**src/rtl/max7219_rx.sv**
```systemverilog
// rtl/max7219_rx.sv - MAX7219-style 3-wire link receiver with shadow register file
// Oversamples sck/cs/din on clock, rebuilds 16-bit frames and decodes register writes.
module max7219_rx #(
  parameter int DIGIT_NUM = 8
) (
  input  logic                   clock,
  input  logic                   reset,
  input  logic                   max_sck,
  input  logic                   max_cs,
  input  logic                   max_din,
  output logic [8*DIGIT_NUM-1:0] digit_data,
  output logic [7:0]             decode_mode,
  output logic [3:0]             intensity,
  output logic [2:0]             scan_limit,
  output logic                   shutdown_n,
  output logic                   display_test,
  output logic                   frame_valid,
  output logic [3:0]             frame_addr,
  output logic [7:0]             frame_data,
  output logic                   frame_err
);

  typedef enum logic [1:0] {ST_IDLE, ST_SHIFT, ST_WAIT_CS} state_t;

  state_t state_q, state_d;

  logic sck_s1_q, sck_s2_q, sck_s3_q;
  logic cs_s1_q, cs_s2_q, cs_s3_q;
  logic din_s1_q, din_s2_q;

  logic [15:0] sr_q, sr_d;
  logic [4:0]  cnt_q, cnt_d;
  logic [1:0]  settle_q, settle_d;
  logic        accept, reject;
  logic [3:0]  addr;
  logic [7:0]  data;
  logic        unused_sr_msb;

  logic [8*DIGIT_NUM-1:0] digit_q;
  logic [7:0]             decode_q;
  logic [3:0]             intensity_q;
  logic [2:0]             scan_q;
  logic                   shutdown_n_q;
  logic                   test_q;
  logic                   valid_q;
  logic                   err_q;
  logic [3:0]             addr_q;
  logic [7:0]             data_q;

  wire sck_rise = sck_s2_q & ~sck_s3_q;
  wire cs_fall  = ~cs_s2_q & cs_s3_q;
  wire cs_rise  = cs_s2_q & ~cs_s3_q;

  assign unused_sr_msb = sr_q[15];

  always_ff @(posedge clock) begin
    if (reset) begin
      sck_s1_q <= 1'b0;
      sck_s2_q <= 1'b0;
      sck_s3_q <= 1'b0;
      cs_s1_q  <= 1'b1;
      cs_s2_q  <= 1'b1;
      cs_s3_q  <= 1'b1;
      din_s1_q <= 1'b0;
      din_s2_q <= 1'b0;
    end else begin
      sck_s1_q <= max_sck;
      sck_s2_q <= sck_s1_q;
      sck_s3_q <= sck_s2_q;
      cs_s1_q  <= max_cs;
      cs_s2_q  <= cs_s1_q;
      cs_s3_q  <= cs_s2_q;
      din_s1_q <= max_din;
      din_s2_q <= din_s1_q;
    end
  end

  // Reset lands in WAIT_CS; the settle counter lets the cs pipeline fill with
  // the real pin level before deciding whether the link is idle.
  always_ff @(posedge clock) begin
    if (reset) begin
      state_q  <= ST_WAIT_CS;
      sr_q     <= 16'h0000;
      cnt_q    <= 5'd0;
      settle_q <= 2'd0;
    end else begin
      state_q  <= state_d;
      sr_q     <= sr_d;
      cnt_q    <= cnt_d;
      settle_q <= settle_d;
    end
  end

  always_comb begin
    state_d  = state_q;
    sr_d     = sr_q;
    cnt_d    = cnt_q;
    settle_d = (settle_q == 2'd3) ? 2'd3 : settle_q + 2'd1;
    accept   = 1'b0;
    reject   = 1'b0;
    case (state_q)
      ST_IDLE: begin
        if (cs_fall) begin
          state_d = ST_SHIFT;
          sr_d    = 16'h0000;
          cnt_d   = 5'd0;
        end
      end
      ST_SHIFT: begin
        // Shift first so a bit arriving with the cs rise is part of the frame.
        if (sck_rise) begin
          sr_d = {sr_q[14:0], din_s2_q};
          if (cnt_q != 5'd16) cnt_d = cnt_q + 5'd1;
        end
        if (cs_rise) begin
          state_d = ST_IDLE;
          if (cnt_d == 5'd16) accept = 1'b1;
          else                reject = 1'b1;
        end
      end
      ST_WAIT_CS: begin
        if (settle_q == 2'd3 && cs_s2_q && cs_s3_q) state_d = ST_IDLE;
      end
      default: state_d = ST_IDLE;
    endcase
  end

  assign addr = sr_d[11:8];
  assign data = sr_d[7:0];

  always_ff @(posedge clock) begin
    if (reset) begin
      digit_q      <= '0;
      decode_q     <= 8'h00;
      intensity_q  <= 4'h0;
      scan_q       <= 3'd0;
      shutdown_n_q <= 1'b0;
      test_q       <= 1'b0;
      valid_q      <= 1'b0;
      err_q        <= 1'b0;
      addr_q       <= 4'h0;
      data_q       <= 8'h00;
    end else begin
      valid_q <= accept;
      err_q   <= reject;
      if (accept) begin
        addr_q <= addr;
        data_q <= data;
        case (addr)
          4'h9:    decode_q     <= data;
          4'hA:    intensity_q  <= data[3:0];
          4'hB:    scan_q       <= data[2:0];
          4'hC:    shutdown_n_q <= data[0];
          4'hF:    test_q       <= data[0];
          default: ;
        endcase
        for (int k = 0; k < DIGIT_NUM; k++) begin
          if (addr == 4'(k + 1)) digit_q[8*k +: 8] <= data;
        end
      end
    end
  end

  assign digit_data   = digit_q;
  assign decode_mode  = decode_q;
  assign intensity    = intensity_q;
  assign scan_limit   = scan_q;
  assign shutdown_n   = shutdown_n_q;
  assign display_test = test_q;
  assign frame_valid  = valid_q;
  assign frame_addr   = addr_q;
  assign frame_data   = data_q;
  assign frame_err    = err_q;

endmodule

```
**config.mk**
```make
export PLATFORM = sky130hd
export DESIGN_NAME = max7219_rx
export DESIGN_NICKNAME = d
export VERILOG_FILES = /design/src/rtl/max7219_rx.sv
export SDC_FILE = /design/constraint.sdc
export NUM_CORES = 1
export LEC_CHECK = 0
export CAP_MARGIN = 20
export CORE_MARGIN = 4
export CORE_UTILIZATION = 52
export CTS_CLUSTER_SIZE = 25
export DETAILED_ROUTE_END_ITERATION = 7
export PLACE_DENSITY_LB_ADDON = 0.3
export SLEW_MARGIN = 15
export SYNTH_ARGS = -nofsm -noshare
export SYNTH_HDL_FRONTEND = slang
export SYNTH_SLANG_ARGS = --single-unit
```
**constraint.sdc**
```tcl
create_clock -name clock -period 2.5 [get_ports clock]
set_input_delay 0.5 -clock clock [delete_from_list [all_inputs] [get_ports clock]]
set_output_delay 0.5 -clock clock [all_outputs]
set_load 0.005 [all_outputs]
```
==> results.py, run 1 <==
metrics = {
    "cts": {
        "path_clk_slew_ns": 0.06,
        "ctsLongestPathBuffers": 2,
        "clock_latency_ns": 0.50,
        "root_buffer": "clkbuf_8",
        "cts-htree-levels": 4,
        "numCtsBuffers": 17,
        "cts.sinks": 124,
        "cts_tree": "built",
    },
    "power_and_ir_drop": {
        "switching_power_w": 0.000939,
        "ir_drop_mv": 0.502,
        "power_w": 0.00462,
        "p_per_area_nw_per_um2": 647,
        "p_clk_share_pct": 55.2,
        "netSwitchingFraction_pct": 20.3,
        "seqPwrFrac_pct": 43.2,
        "p_int_w": 0.00368,
        "p_leak_nw": 3.04,
        "p_comb_share_pct": 1.6,
    },
    "layout": {
        "n_antenna_cell": 0,
        "drive_gt1_share_pct": 18.8,
        "final_cell_area_um2": 7140,
        "final_nets": 589,
        "syn_to_final_growth_pct": 31.2,
    },
    "sta": {
        "timing.fmax_mhz": 433,
        "setup_viol": 0,
        "setup_tns_ns": 0,
        "rsz0062_at_grt": "no",
        "min_period_ns": 2.31,
        "fin_hold_ws_ns": 0.409,
        "finalCritPeriodShare_pct": 92.3,
        "final_hold_viol_count": 0,
        "tightest_slew_ns": 0.581,
        "slew-limit-headroom_pct": 61.0,
        "drv_slew": 0,
        "skew_ns": 0.00874,
    },
    "detailed_routing": {
        "firstDrtPassIters": 4,
        "drc": 0,
        "ant_nets": 0,
        "via_count": 3948,
        "drt_iter0_markers": 233,
        "drt-total-wl_um": 12500,
        "vias_per_cell": 5.40,
        "wl_per_cell_um": 17.0,
    },
    "logic_synthesis": {
        "yosysTopAreaCellShare_pct": 45.6,
        "yosys.area.top_type": "dfxtp_1",
        "avgSynthCellArea_um2": 11.3,
        "synth_cell_type_count": 59,
        "syn_inst": 483,
        "synth_edf_count": 0,
        "ys_seq_area_share_pct": 45.6,
        "async_reset_ff_share_pct": 0,
        "synth_area_um2": 5440,
        "synth_seq_cells": 124,
        "synth_area_leaders": "dfxtp_1 (46%), mux2i_1 (15%), nand2b_1 (9.7%), nand4_4 (4.3%), a211oi_2 (2.5%)",
        "synth_common_cells": "dfxtp_1 (124), nand2b_1 (84), mux2i_1 (81)",
        "synth_warnings": 0,
        "syn_nets": 490,
        "synthMostInstantiatedCell": "dfxtp_1",
        "synth_ff_type": "dfxtp_1",
    },
    "global_routing": {
        "grt_use_total_pct": 21.5,
        "grt_pass1_vias": 3914,
        "grt_remaining_overflow": 0,
        "grt_pass1_wl_um": 20000,
        "grt_max_degree": 71,
        "antenna_found_initial": 0,
    },
    "critical_path": {
        "worst_r2r_path_depth": 5,
        "critPathKind": "flop to flop",
        "timing.rr.start": "state_q[0]",
        "startpoint": "state_q[0]",
        "cp_top_family": "simple AND/OR/NAND/NOR gates",
        "path_cells": "nand4bb_1, a21o_1, a221oi_4, nand4_4, mux2i_1",
        "crit_cells": 5,
        "cp.arrival_ns": 2.72,
        "crit_path_max_fanout": 11,
        "r2r-end": "digit_data[24]",
        "end_kind": "flop",
        "ff2ff_setup_slack_ns": 0.19,
        "start_kind": "flop",
        "crit_buf_inv": 0,
        "max_stage_delay_ns": 0.51,
        "crit_required_ns": 2.92,
        "critPathCapture": "digit_data[24]",
        "slowest_stage": "nand4bb_1",
    },
    "status": {
        "status": "completed",
    },
    "placement": {
        "dpl_cell_area_um2": 6480,
        "numPortBuffers": 99,
        "place_congestion": 0.777,
        "place.detailed.hpwl_um": 8290,
    },
    "floorplan": {
        "die_w_um": 110,
        "coreArea_um2": 10300,
        "die_area_um2": 12200,
        "initial_core_util_pct": 52.9,
        "num_rows": 37,
        "io_pins": 100,
        "die_y_um": 110,
    },
    "run": {
        "drv_cap": 0,
    },
    "worst_hold_path": {
        "hp-class": "flop to flop",
    },
}
==> flip-flops by register name, indices dropped and copies added (netlist names) <==
name          count
cs_s1_q           1
din_s1_q          1
intensity         4
decode_mode       8
sck_s1_q          1
state_q           2
display_test      1
cnt_q             5
sck_s2_q          1
frame_err         1
cs_s3_q           1
shutdown_n        1
frame_data        8
scan_limit        3
frame_addr        4
digit_data       64
sck_s3_q          1
frame_valid       1
din_s2_q          1
settle_q          2
cs_s2_q           1
sr_q             12
==> power by group through the flow <==
| stage | combinational, W | sequential (W) | clock [W] |
|---|---|---|---|
| 2_1_floorplan | 0.0000553 | 0.00203 | 0 |
| 3_3_place_gp | 0.0000725 | 0.00204 | 0 |
| 3_5_place_dp | 0.0000729 | 0.00204 | 0 |
| 4_1_cts | 0.0000732 | 0.00199 | 0.00258 |
| 5_1_grt | 0.0000794 | 0.00199 | 0.00266 |
| 6_report | 0.0000736 | 0.00199 | 0.00255 |
==> worst min path at each step <==
| stage | from | to | slack, ns | cells past startpoint |
|---|---|---|---|---|
| floorplan | cs_s1_q | cs_s2_q | 0.39 | 1 |
| global placement | cs_s1_q | cs_s2_q | 0.40 | 1 |
| detailed placement | cs_s1_q | cs_s2_q | 0.39 | 1 |
| CTS | cs_s1_q | cs_s2_q | 0.41 | 1 |
| global route | cs_s1_q | cs_s2_q | 0.42 | 1 |
| finish | cs_s1_q | cs_s2_q | 0.41 | 1 |
==> kinds of logic after synthesis <==
kind of cell	after synthesis	synth area share, %
AND/OR/NAND/NOR	159	21.7
flip-flops	124	45.6
multiplexers	81	14.9
AO/OA/AOI/OAI	68	11.9
buffers and inverters	48	5.24
adder cells (fa/ha/maj)	3	0.644
==> metal layers <==
metal  GRT usage [%]  vias to the layer above  routed length, um
met5               0                        -                  0
met4            8.00                        0                176
met3            4.08                       14                631
met1            28.2                     1926               5410
li1                -                     1890                  -
met2            35.3                      118               6250
==> layout by cell type, fill, tap and decap left out, types with 2 or more instances in the layout <==
cell type	n
a21boi_0	2
nor2b_1	7
clkinv_2	2
a22oi_1	2
dfxtp_1	124
or2_1	5
nand4_1	4
inv_6	2
clkdlybuf4s50_1	98
buf_4	13
clkinvlp_4	2
a22oi_2	8
or2_2	7
nand2_1	6
a21o_1	3
nand4_4	11
o21ai_0	4
ha_1	2
a211oi_4	3
a211oi_2	11
nand3_1	4
or3_1	2
a21oi_1	20
mux2i_1	81
inv_1	5
buf_12	3
nor2_1	12
inv_2	8
clkbuf_8	2
nand2b_1	84
clkinv_4	3
bufinv_16	4
a21oi_2	2
and2_4	2
clkbuf_16	16
==> final cells by class <==
type                            instances  area (um^2)
Sequential cell                       124         2480
Multi-Input combinational cell        311         2670
Clock inverter                         13          189
Timing Repair Buffer                  115         1140
Fill cell                             784         3140
Clock buffer                           19          432
Tap cell                              136          170
Inverter                               13         48.8
==> what timing repair did <==
item	in CTS	in global routing
setup endpoints to repair	0	37
endpoints found under the hold margin	0	0
hold buffers	0	0
setup buffers	0	3
gates resized for setup	0	0
==> per-stage QoR <==
step / utilization (%) / setup WS, ns / cells
global placement: 63.1 / 0.0904 / 696
finish: 69.5 / 0.193 / 731
floorplan: - / 0.315 / 483
detailed placement: 63.1 / 0.0171 / 696
CTS: 69.1 / 0.0171 / 728
global route: 69.5 / 0.0403 / 731
Note: power is estimated with default switching activity, not from simulation.
==> inputs of run 2 (changes only) <==
Settings changed: CELL_PAD_IN_SITES_DETAIL_PLACEMENT from default to 1, CELL_PAD_IN_SITES_GLOBAL_PLACEMENT from default to 1, CORE_UTILIZATION 52 to 41.
==> run 2 against run 1 <==
Clock power decreased by 7%. Fmax shrank 2.0%. Sequential power is essentially flat. Largest power group unchanged.
==> results.py, run 2 (synthesis gave the netlist of run 1 again) <==
metrics = {
    "status": {
        "status": "completed",
    },
    "floorplan": {
        "die_w_um": 123,
        "die_area_um2": 15200,
        "die_y_um": 123,
        "coreArea_um2": 12800,
        "num_rows": 41,
        "initial_core_util_pct": 42.4,
        "io_pins": 100,
    },
    "critical_path": {
        "ff2ff_setup_slack_ns": 0.15,
        "slowest_stage": "dfxtp_2",
        "crit_path_max_fanout": 13,
        "timing.rr.start": "cnt_q[1]",
        "end_kind": "flop",
        "startpoint": "cnt_q[1]",
        "critPathKind": "flop to flop",
        "path_cells": "inv_1, ha_1, nor4b_1, a32o_1, o221a_2, buf_12, nand4_4, mux2i_2",
        "worst_r2r_path_depth": 8,
        "crit_required_ns": 2.80,
        "start_kind": "flop",
        "max_stage_delay_ns": 0.39,
        "r2r-end": "digit_data[32]",
        "cp.arrival_ns": 2.65,
    },
    "power_and_ir_drop": {
        "p_leak_nw": 3.01,
        "power_w": 0.00444,
        "p_comb_share_pct": 1.6,
        "p_clk_share_pct": 53.4,
        "p_int_w": 0.00351,
        "seqPwrFrac_pct": 45.0,
        "switching_power_w": 0.000928,
        "ir_drop_mv": 0.330,
        "p_per_area_nw_per_um2": 620,
        "netSwitchingFraction_pct": 20.9,
    },
    "global_routing": {
        "antenna_found_initial": 0,
        "grt_use_total_pct": 20.0,
        "grt_max_degree": 54,
        "grt_pass1_wl_um": 23000,
        "grt_pass1_vias": 4191,
        "grt_remaining_overflow": 0,
    },
    "placement": {
        "place.detailed.hpwl_um": 9960,
        "numPortBuffers": 99,
        "place_congestion": 0.841,
    },
    "sta": {
        "drv_slew": 0,
        "skew_ns": 0.00763,
        "rsz0062_at_grt": "no",
        "slew-limit-headroom_pct": 62.0,
        "tightest_slew_ns": 0.569,
        "timing.fmax_mhz": 425,
        "setup_viol": 0,
        "setup_tns_ns": 0,
        "finalCritPeriodShare_pct": 94.1,
        "final_hold_viol_count": 0,
        "min_period_ns": 2.35,
    },
    "layout": {
        "largest_register_ffs": 64,
        "drive_gt1_share_pct": 19.4,
        "n_fill_cell": 1360,
        "multi_input_area_um2": 2680,
        "final_cell_mix": "dfxtp_1 (123), clkdlybuf4s50_1 (98), nand2b_1 (84)",
        "fin_util_pct": 55.8,
        "final_nets": 592,
        "regArea_um2": 2480,
        "layout_commonest_cell": "dfxtp_1",
        "syn_to_final_growth_pct": 31.5,
        "n_antenna_cell": 0,
    },
    "cts": {
        "ctsLongestPathBuffers": 2,
        "cts.sinks": 124,
        "post_cts_buffers": 0,
        "cts-htree-levels": 4,
        "clock_latency_ns": 0.42,
        "root_buffer": "clkbuf_16",
        "cts_tree": "built",
        "path_clk_slew_ns": 0.05,
        "numCtsBuffers": 17,
    },
    "run": {
        "drv_cap": 0,
    },
    "worst_hold_path": {
        "holdPathStages": 1,
        "hp-start": "cs_s1_q",
        "whs_endpoint": "cs_s2_q",
        "hp-class": "flop to flop",
    },
    "detailed_routing": {
        "wl_per_cell_um": 18.7,
        "drt-total-wl_um": 14400,
        "drc": 0,
        "drt_iter0_markers": 170,
        "vias_per_cell": 5.14,
        "via_count": 3954,
        "firstDrtPassIters": 4,
        "ant_nets": 0,
    },
}
## run 2: worst max-delay path by stage
stage | to | slack (ns) | cells after the start
floorplan | digit_data[10] | 0.31 | 9
global placement | digit_data[2] | 0.26 | 8
detailed placement | digit_data[11] | 0.09 | 8
CTS | digit_data[32] | 0.05 | 8
global route | digit_data[32] | 0.05 | 8
finish | digit_data[32] | 0.15 | 8
## run 2: metrics by stage
stage,hold WS (ns),setup WS (ns),instances,cell area (um^2)
CTS,0.411,0.0475,770,7140
detailed placement,0.399,0.0922,738,6570
floorplan,0.389,0.315,483,5440
global placement,0.399,0.255,738,6570
global route,0.426,0.0526,770,7150
finish,0.410,0.147,770,7150
## run 2: final cells by class
type                       instances  share of cell area (%)
multi-input combinational        311                    37.5
sequential                       124                    34.7
timing repair buffer             118                    16.1
clock buffer                      21                    6.30
tap                              172                    3.01
clock inverter                    11                    1.68
inverter                          13                   0.682
## run 2: routing by layer
layer / part of all wire, % / routed length, um / track usage (%)
met3: 3.4 / 485 / 5.03
met4: 1.3 / 188 / 6.57
met1: 45 / 6460 / 25.3
met5: 0 / 0 / 0
met2: 51 / 7280 / 33.4
## run 2: repair_timing
| action | 4_1_cts | 5_1_grt |
|---|---|---|
| hold buffers | 0 | 0 |
| resized for setup | 0 | 3 |
| endpoints found under the setup margin | 0 | 16 |
## run 2: worst max-delay path, delay by kind of cell (launching register included)
| kind | cells | cell delay [ns] |
|---|---|---|
| muxes | 1 | 0.25 |
| AOI/OAI and AO/OA | 2 | 0.50 |
| buffers and inverters | 2 | 0.28 |
| and+or+nand+nor | 2 | 0.49 |
| DFF | 1 | 0.39 |
| adders and majority gates | 1 | 0.31 |
## run 2: power by group through the flow
stage / Combinational, W / Sequential [W] / Clock (W)
floorplan: 0.0000553 / 0.00203 / 0
global placement: 0.0000719 / 0.00204 / 0
detailed placement: 0.0000732 / 0.00204 / 0
CTS: 0.0000732 / 0.00199 / 0.00241
global route: 0.0000793 / 0.00200 / 0.00251
finish: 0.0000726 / 0.00199 / 0.00237
==> inputs of run 3 (changes only) <==
Settings changed: MAX_ROUTING_LAYER from default to met4, SLEW_MARGIN 15 to 25.
==> run 3 against run 2 <==
Combinational power shrank 0.6%. Sequential power barely moved. First-iteration DRC count down 1.8%. Cell count unchanged. Routed wire length fell by 0.31%. Flip-flop and latch count stayed put. Via count down 0.83%. Clock power hardly changed. Sequential share of layout area unchanged. Worst hold slack about the same. Highest routed layer unchanged.
==> results.py, run 3 (synthesis gave the netlist of run 1 again) <==
metrics = {
    "cts": {
        "path_clk_slew_ns": 0.05,
        "cts-htree-levels": 4,
        "numCtsBuffers": 17,
        "cts_tree": "built",
        "clock_latency_ns": 0.42,
        "root_buffer": "clkbuf_16",
        "post_cts_buffers": 0,
        "cts.sinks": 124,
        "ctsLongestPathBuffers": 2,
    },
    "run": {
        "drv_cap": 0,
    },
    "sta": {
        "min_period_ns": 2.35,
        "drv_slew": 0,
        "setup_viol": 0,
        "setup_tns_ns": 0,
        "tightest_slew_ns": 0.576,
        "final_hold_viol_count": 0,
        "rsz0062_at_grt": "no",
        "skew_ns": 0.0107,
        "slew-limit-headroom_pct": 61.5,
        "setup_ws_ns": 0.150,
        "finalCritPeriodShare_pct": 94.0,
        "timing.fmax_mhz": 426,
    },
    "critical_path": {
        "cp.arrival_ns": 2.65,
        "crit_path_max_fanout": 13,
        "slowest_stage": "dfxtp_2",
        "max_stage_delay_ns": 0.39,
        "end_kind": "flop",
        "critPathKind": "flop to flop",
        "start_kind": "flop",
        "crit_required_ns": 2.79,
        "path_cells": "inv_1, ha_1, nor4b_1, a32o_1, o221a_2, buf_12, nand4_4, mux2i_2",
    },
    "detailed_routing": {
        "vias_per_cell": 5.09,
        "drc": 0,
        "firstDrtPassIters": 4,
        "ant_nets": 0,
        "drt_iter0_markers": 167,
        "via_count": 3921,
        "drt-total-wl_um": 14400,
        "wl_per_cell_um": 18.7,
    },
    "layout": {
        "drive_gt1_share_pct": 19.4,
        "final_cell_mix": "dfxtp_1 (123), clkdlybuf4s50_1 (98), nand2b_1 (84)",
        "n_antenna_cell": 0,
        "fin_util_pct": 55.8,
        "multi_input_area_um2": 2680,
        "largest_register_ffs": 64,
        "syn_to_final_growth_pct": 31.5,
        "n_fill_cell": 1360,
        "regArea_um2": 2480,
        "final_nets": 592,
        "layout_commonest_cell": "dfxtp_1",
    },
    "power_and_ir_drop": {
        "seqPwrFrac_pct": 45.0,
        "switching_power_w": 0.000924,
        "power_w": 0.00443,
        "netSwitchingFraction_pct": 20.8,
        "p_clk_share_pct": 53.4,
        "p_comb_share_pct": 1.6,
        "p_int_w": 0.00351,
        "p_leak_nw": 3.01,
        "p_per_area_nw_per_um2": 620,
        "ir_drop_mv": 0.326,
    },
    "global_routing": {
        "grt_remaining_overflow": 0,
        "antenna_found_initial": 0,
        "grt_pass1_vias": 4187,
        "grt_use_total_pct": 20.6,
        "grt_max_degree": 54,
        "grt_pass1_wl_um": 23000,
    },
    "floorplan": {
        "die_w_um": 123,
        "num_rows": 41,
        "initial_core_util_pct": 42.4,
        "io_pins": 100,
        "die_y_um": 123,
        "die_area_um2": 15200,
        "coreArea_um2": 12800,
    },
    "placement": {
        "place_congestion": 0.854,
        "place.detailed.hpwl_um": 9960,
        "numPortBuffers": 99,
        "place_ws_ns": 0.0922,
    },
    "worst_hold_path": {
        "hp-class": "flop to flop",
    },
    "status": {
        "status": "completed",
    },
}
run 3: cell counts in the layout (fill, tap and decap cells not counted):
Identical to the previous run, type by type.
run 3: area by class of cell:
type                       instances  area share [%]
inverter                          13           0.682
timing repair buffer             118            16.1
clock inverter                    11            1.68
clock buffer                      21            6.30
multi-input combinational        311            37.5
tap                              172            3.01
sequential                       124            34.7
run 3: worst max-delay path: cells and delay by family, from the launching register on:
kind	cells	cell delay, ns
buffers and inverters	2	0.28
AND/OR/NAND/NOR	2	0.50
AO/OA/AOI/OAI	2	0.49
flip-flops	1	0.39
multiplexers	1	0.24
adder cells (fa/ha/maj)	1	0.31
run 3: routing by layer:
metal,up-vias,wire (um),track usage (%)
met5,-,0,-
met2,77,7290,33.5
met3,18,430,4.57
met4,0,208,6.78
met1,1944,6430,25.4
li1,1882,-,-
run 3: power by group through the flow:
stage                     Sequential, W  Clock, W  Combinational [W]
after floorplan                 0.00203         0          0.0000553
after global placement          0.00204         0          0.0000719
after detailed placement        0.00204         0          0.0000732
after CTS                       0.00199   0.00241          0.0000732
after global routing            0.00200   0.00250          0.0000791
final                           0.00199   0.00237          0.0000722
run 3: what timing repair did:
action                                  4_1_cts  5_1_grt
gates resized for setup                       0        3
endpoints found under the setup margin        0       16
hold buffers                                  0        0
run 3: metrics by stage:
step,cell area (um^2),cells,hold slack (ns)
after floorplan,5440,483,0.389
after global placement,6570,738,0.399
after detailed placement,6570,738,0.399
after CTS,7140,770,0.411
after global routing,7150,770,0.426
final,7150,770,0.410
run 3: final timing paths:
check	startpoint	end	slack (ns)	cells past startpoint
setup / recovery	cnt_q[1]	digit_data[32]	0.15	8
hold / removal	cs_s1_q	cs_s2_q	0.41	1
setup reg to reg	cnt_q[1]	digit_data[32]	0.15	8
hold reg to reg	cs_s1_q	cs_s2_q	0.41	1
